## src/rtl/alm_request_scheduler.sv

```systemverilog
// rtl/alm_request_scheduler.sv - round-robin scheduler sharing one AXI4-Lite master among N_REQ requesters
module alm_request_scheduler #(
    parameter int N_REQ = 2,
    parameter int AW    = 7,
    parameter int DW    = 32
) (
    input  logic                    alm_aclk,
    input  logic                    alm_aresetn,
    input  logic [N_REQ-1:0]        i_req,
    input  logic [N_REQ-1:0]        i_we,
    input  logic [N_REQ*AW-1:0]     i_addr,
    input  logic [N_REQ*DW-1:0]     i_wdata,
    input  logic [N_REQ*DW/8-1:0]   i_wstrb,
    output logic [N_REQ-1:0]        o_ack,
    output logic [DW-1:0]           o_rdata,
    output logic                    o_err,
    output logic                    o_busy,
    output logic                    alm_awvalid,
    input  logic                    alm_awready,
    output logic [AW-1:0]           alm_awaddr,
    output logic                    alm_wvalid,
    input  logic                    alm_wready,
    output logic [DW-1:0]           alm_wdata,
    output logic [DW/8-1:0]         alm_wstrb,
    input  logic                    alm_bvalid,
    output logic                    alm_bready,
    input  logic [1:0]              alm_bresp,
    output logic                    alm_arvalid,
    input  logic                    alm_arready,
    output logic [AW-1:0]           alm_araddr,
    input  logic                    alm_rvalid,
    output logic                    alm_rready,
    input  logic [DW-1:0]           alm_rdata,
    input  logic [1:0]              alm_rresp
);

    localparam int SW = DW / 8;
    localparam int PW = (N_REQ > 1) ? $clog2(N_REQ) : 1;

    typedef enum logic [2:0] {
        S_IDLE, S_WADDR, S_WRESP, S_RADDR, S_RDATA, S_DONE
    } state_t;

    state_t           state, state_nxt;
    logic [PW-1:0]    ptr, gnt;
    logic             aw_done, w_done;
    logic [AW-1:0]    lat_addr;
    logic [DW-1:0]    lat_wdata;
    logic [SW-1:0]    lat_wstrb;

    logic             arb_found;
    logic [PW-1:0]    arb_idx;
    logic             arb_we;
    logic [AW-1:0]    arb_addr;
    logic [DW-1:0]    arb_wdata;
    logic [SW-1:0]    arb_wstrb;

    logic             aw_hs, w_hs, b_hs, ar_hs, r_hs, aw_fin, w_fin;
    logic             awvalid_nxt, wvalid_nxt, bready_nxt, arvalid_nxt, rready_nxt;
    logic             busy_nxt, err_nxt;
    logic [DW-1:0]    rdata_nxt;
    logic [N_REQ-1:0] ack_vec, ack_nxt;
    logic [PW-1:0]    ptr_nxt;

    assign aw_hs  = alm_awvalid & alm_awready;
    assign w_hs   = alm_wvalid & alm_wready;
    assign b_hs   = alm_bvalid & alm_bready;
    assign ar_hs  = alm_arvalid & alm_arready;
    assign r_hs   = alm_rvalid & alm_rready;
    assign aw_fin = aw_done | aw_hs;
    assign w_fin  = w_done | w_hs;

    assign alm_awaddr = lat_addr;
    assign alm_araddr = lat_addr;
    assign alm_wdata  = lat_wdata;
    assign alm_wstrb  = lat_wstrb;

    // Scan distances from the pointer downwards so the nearest requester wins.
    always_comb begin
        arb_found = 1'b0;
        arb_idx   = '0;
        for (int d = N_REQ - 1; d >= 0; d--) begin
            for (int k = 0; k < N_REQ; k++) begin
                if (i_req[k] && (((k - int'(ptr) + N_REQ) % N_REQ) == d)) begin
                    arb_found = 1'b1;
                    arb_idx   = PW'(k);
                end
            end
        end
    end

    always_comb begin
        arb_we    = 1'b0;
        arb_addr  = '0;
        arb_wdata = '0;
        arb_wstrb = '0;
        ack_vec   = '0;
        for (int k = 0; k < N_REQ; k++) begin
            if (arb_idx == PW'(k)) begin
                arb_we    = i_we[k];
                arb_addr  = i_addr[k*AW +: AW];
                arb_wdata = i_wdata[k*DW +: DW];
                arb_wstrb = i_wstrb[k*SW +: SW];
            end
            ack_vec[k] = (gnt == PW'(k));
        end
    end

    assign ptr_nxt = (gnt == PW'(N_REQ - 1)) ? '0 : gnt + 1'b1;

    always_ff @(posedge alm_aclk or negedge alm_aresetn) begin
        if (!alm_aresetn) begin
            state <= S_IDLE;
        end else begin
            state <= state_nxt;
        end
    end

    always_comb begin
        state_nxt = state;
        case (state)
            S_IDLE:  if (arb_found) state_nxt = arb_we ? S_WADDR : S_RADDR;
            S_WADDR: if (aw_fin && w_fin) state_nxt = S_WRESP;
            S_WRESP: if (b_hs) state_nxt = S_DONE;
            S_RADDR: if (ar_hs) state_nxt = S_RDATA;
            S_RDATA: if (r_hs) state_nxt = S_DONE;
            S_DONE:  state_nxt = S_IDLE;
            default: state_nxt = S_IDLE;
        endcase
    end

    // Next values for the registered outputs; ack/busy/err/rdata update on entry to DONE.
    always_comb begin
        awvalid_nxt = (state == S_WADDR) && !aw_fin;
        wvalid_nxt  = (state == S_WADDR) && !w_fin;
        bready_nxt  = ((state == S_WADDR) && aw_fin && w_fin) || ((state == S_WRESP) && !b_hs);
        arvalid_nxt = (state == S_RADDR) && !ar_hs;
        rready_nxt  = ((state == S_RADDR) && ar_hs) || ((state == S_RDATA) && !r_hs);
        busy_nxt    = (state_nxt != S_IDLE) && (state_nxt != S_DONE);
        ack_nxt     = '0;
        err_nxt     = o_err;
        rdata_nxt   = o_rdata;
        if ((state == S_WRESP) && b_hs) begin
            ack_nxt = ack_vec;
            err_nxt = (alm_bresp != 2'b00);
        end
        if ((state == S_RDATA) && r_hs) begin
            ack_nxt   = ack_vec;
            err_nxt   = (alm_rresp != 2'b00);
            rdata_nxt = alm_rdata;
        end
    end

    always_ff @(posedge alm_aclk or negedge alm_aresetn) begin
        if (!alm_aresetn) begin
            ptr         <= '0;
            gnt         <= '0;
            aw_done     <= 1'b0;
            w_done      <= 1'b0;
            lat_addr    <= '0;
            lat_wdata   <= '0;
            lat_wstrb   <= '0;
            alm_awvalid <= 1'b0;
            alm_wvalid  <= 1'b0;
            alm_bready  <= 1'b0;
            alm_arvalid <= 1'b0;
            alm_rready  <= 1'b0;
            o_ack       <= '0;
            o_busy      <= 1'b0;
            o_err       <= 1'b0;
            o_rdata     <= '0;
        end else begin
            aw_done     <= (state == S_WADDR) && aw_fin;
            w_done      <= (state == S_WADDR) && w_fin;
            alm_awvalid <= awvalid_nxt;
            alm_wvalid  <= wvalid_nxt;
            alm_bready  <= bready_nxt;
            alm_arvalid <= arvalid_nxt;
            alm_rready  <= rready_nxt;
            o_ack       <= ack_nxt;
            o_busy      <= busy_nxt;
            o_err       <= err_nxt;
            o_rdata     <= rdata_nxt;
            if ((state == S_IDLE) && arb_found) begin
                gnt       <= arb_idx;
                lat_addr  <= arb_addr;
                lat_wdata <= arb_wdata;
                lat_wstrb <= arb_wstrb;
            end
            if (state == S_DONE) begin
                ptr <= ptr_nxt;
            end
        end
    end

endmodule

```

## config.mk

```make
export PLATFORM = sky130hd
export DESIGN_NAME = alm_request_scheduler
export DESIGN_NICKNAME = d
export VERILOG_FILES = /design/src/rtl/alm_request_scheduler.sv
export SDC_FILE = /design/constraint.sdc
export NUM_CORES = 1
export LEC_CHECK = 0
export BUFFER_PORTS_ARGS = -buffer_cell sky130_fd_sc_hd__buf_2
export CAP_MARGIN = 20
export CORE_MARGIN = 5
export CORE_UTILIZATION = 41
export CTS_BUF_LIST = sky130_fd_sc_hd__clkbuf_4 sky130_fd_sc_hd__clkbuf_8
export DETAILED_ROUTE_END_ITERATION = 8
export GPL_TIMING_DRIVEN = 0
export PLACE_DENSITY = 0.78
export RECOVER_POWER = 100
export SKIP_CTS_REPAIR_TIMING = 1
export SLEW_MARGIN = 20
export SYNTH_ARGS = -nofsm -noshare
export SYNTH_HDL_FRONTEND = slang
export SYNTH_SLANG_ARGS = --single-unit
```

## constraint.sdc

```tcl
create_clock -name alm_aclk -period 1.58 [get_ports alm_aclk]
set_input_delay 0.079 -clock alm_aclk [delete_from_list [all_inputs] [get_ports alm_aclk]]
set_output_delay 0.079 -clock alm_aclk [all_outputs]
set_load 0.03 [all_outputs]
```

==> qor.csv <==
stage,metric,value,unit
place,globalplace.congestion,0.743,
routing,drtIter0Drc,77,
place,place_hpwl,8360,um
sta,holdWs,0.0259,ns
worst_setup_path,arrival,1.94,ns
pwr,leakagePower,3.25,nW
worst_setup_path,endpoint_kind,flop,
clock_tree,cts-buffers-inserted,9,
worst_setup_path,worstReg2RegEnd,o_rdata[21]$_DFFE_PN0P_,
final_layout,fin_nets,736,
final_layout,syn2layout_area_growth,53.2,%
die,fp.dieW,108,um
run,cap_violations,0,
pwr,powerDensity,1640,nW/um^2
synth,avgSynthCellArea,12.0,um^2
clock_tree,insertion_delay,0.34,ns
global_route,grt_pass1_wl,16300,um
die,die_area,11700,um^2
pwr,clkPwrFrac,16.1,%
pwr,power.total,9.88,mW
clock_tree,clock-sinks,91,
die,fp-row-count,35,
routing,drt_drc_violations_left,0,
die,core,9280,um^2
pwr,ir_drop,0.879,mV
synth,yosysWarnings,0,
routing,detail_route.wl_per_cell,15.8,um
place,dpl_worst_slack,-0.311,ns
clock_tree,cts_root_buf,clkbuf_8,
synth,synthDistinctLibCells,31,
sta,worst_slew_pin_slew,1.18,ns
die,die_y,108,um
global_route,grt_max_degree,49,
min_path,worstHoldStart,i_wdata[18],
min_path,hold_class,in2reg,
synth,syn_inst,329,
sta,rsz0062_at_grt,true,
clock_tree,ctsHtreeMaxLevel,3,
sta,finalHoldViolCount,0,
routing,final_antenna_net_count,0,
pwr,combPwrFrac,48.4,%
worst_setup_path,r2r_start,state[1]$_DFF_PN0_,
synth,ys_ff_latch,91,
clock_tree,cts_tree,built,
worst_setup_path,rrSetupSlack,-0.13,ns
routing,first_pass_iters,4,
routing,dr_total_vias,3466,
clock_tree,clk_pin_slew,0.09,ns
status,status,finished with violations,
pwr,p_seq_share,35.5,%
sta,finalMaxSlewViolations,0,
synth,synthFlopType,dfrtp_1,
global_route,grt_util_all_layers,17.6,%
worst_setup_path,worstPathRequired,1.81,ns
global_route,grt_remaining_overflow,0,
sta,setup_slack,-0.129,ns
die,initial_core_util,42.4,%
sta,setup_tns,-3.26,ns
sta,min_period,1.71,ns
synth,synth_nets,462,
place,dp_cells,682,
global_route,first_global_vias,3246,
sta,clock_skew,0.00754,ns
status,violations,negative setup slack,
synth,async_flop_share,100,%
clock_tree,clockBufferDepth,2,
sta,setup_viol_count_final,33,
final_layout,n_antenna_cell,0,
min_path,whs_endpoint,alm_wdata[18]$_DFFE_PN0P_,
routing,viasPerCell,4.71,
min_path,hold_depth,3,
worst_setup_path,worstSetupPathType,reg2reg,
die,pin_count,224,
sta,relSlewSlack,21.2,%
synth,yosysSeqAreaShare,57.8,%
synth,synth_edf_count,0,
final_layout,nFillCells,790,
place,dpl-instance-area,5280,um^2
place,io_buffers,223,
pwr,sw_frac_of_total,43.6,%
final_layout,layout_commonest_cell,buf_2,
final_layout,final_area,6030,um^2
pwr,intPower,5.57,mW
sta,fin_crit_sh,108,%
final_layout,drive_gt1_share,51.4,%
pwr,switchingPower,4.31,mW
worst_setup_path,r2r_cells,4,
worst_setup_path,crit_fanout,5,
sta,fmax,0.585,GHz
worst_setup_path,start_kind,flop,
routing,drt_wl_total,11600,um
final_layout,fin_cells,736,
global_route,antenna_found_initial,0,
synth,synth_area,3940,um^2
final_layout,final_cell_mix,"222 x buf_2, 88 x dfrtp_1, 51 x nor2_1",
final_layout,fin_util,65.0,%
[worst max path at each step]
| stage | depth (start not counted) | startpoint | to |
|---|---|---|---|
| final | 4 | state[1]$_DFF_PN0_ | o_rdata[21]$_DFFE_PN0P_ |
| after global routing | 4 | state[1]$_DFF_PN0_ | o_rdata[19]$_DFFE_PN0P_ |
| after CTS | 5 | ptr$_DFFE_PN0N_ | alm_araddr[0]$_DFFE_PN0P_ |
| after detailed placement | 5 | ptr$_DFFE_PN0N_ | alm_araddr[0]$_DFFE_PN0P_ |
| after global placement | 1 | alm_aresetn | alm_wdata[17]$_DFFE_PN0P_ |
| after floorplan | 4 | state[1]$_DFF_PN0_ | o_rdata[12]$_DFFE_PN0P_ |
[cells by family after synthesis]
family / after synthesis / share of synthesized area, %
flip-flops: 91 / 57.8
multiplexers: 75 / 20.1
AO/OA/AOI/OAI: 57 / 7.98
buffers and inverters: 27 / 4.83
AND/OR/NAND/NOR: 79 / 9.28
[power groups by stage]
| stage | logic (mW) | registers [mW] | clock network (mW) |
|---|---|---|---|
| global route | 5.15 | 3.61 | 1.74 |
| global placement | 4.38 | 3.52 | 0 |
| finish | 4.79 | 3.51 | 1.59 |
| floorplan | 1.74 | 4.82 | 0 |
| CTS | 4.52 | 3.50 | 1.65 |
| detailed placement | 4.52 | 3.54 | 0 |
[sequential cells by signal, indices dropped and copies added, names as in the netlist]
name / count
alm_araddr: 7
alm_arvalid: 1
alm_awvalid: 1
alm_bready: 1
alm_rready: 1
alm_wdata: 32
alm_wstrb: 4
alm_wvalid: 1
aw_done: 1
gnt: 1
o_ack: 2
o_busy: 1
o_err: 1
o_rdata: 32
ptr: 1
state: 3
w_done: 1
[cells in the mapped netlist, drive strengths merged, types with 3 or more instances]
master  number  area, um^2
buf         24         179
o21ai        4        20.0
nand2b       3        18.8
inv          3        11.3
mux2i       43         430
or3b         3        28.8
dfrtp       91        2280
nor2b        3        18.8
mux2        32         360
nor2        53         215
nand2        9        33.8
a21oi       46         230
[cell type report]
| type | instances | area, um^2 | area share (%) |
|---|---|---|---|
| buffer | 24 | 258 | 4.27 |
| sequential | 91 | 2280 | 37.8 |
| clock inverter | 5 | 61.3 | 1.02 |
| tap | 129 | 161 | 2.68 |
| clock buffer | 10 | 138 | 2.28 |
| timing repair buffer | 263 | 1520 | 25.2 |
| inverter | 3 | 11.3 | 0.187 |
| multi-input combinational | 211 | 1600 | 26.5 |
[layer usage]
| layer | vias up | part of all wire (%) | global-route usage, % |
|---|---|---|---|
| li1 | 1677 | - | - |
| met1 | 1641 | 39 | 22.9 |
| met2 | 141 | 52 | 30.0 |
| met3 | 7 | 7.9 | 4.66 |
| met4 | 0 | 0.75 | 3.25 |
| met5 | - | 0 | 0 |
[critical path: stages, from the launching register on]
cell,delay (ns)
dfrtp_2,0.45
or3b_4,0.45
nor2_8,0.19
buf_4,0.17
mux2_2,0.33
No activity file was read; power rests on OpenSTA's default activity.
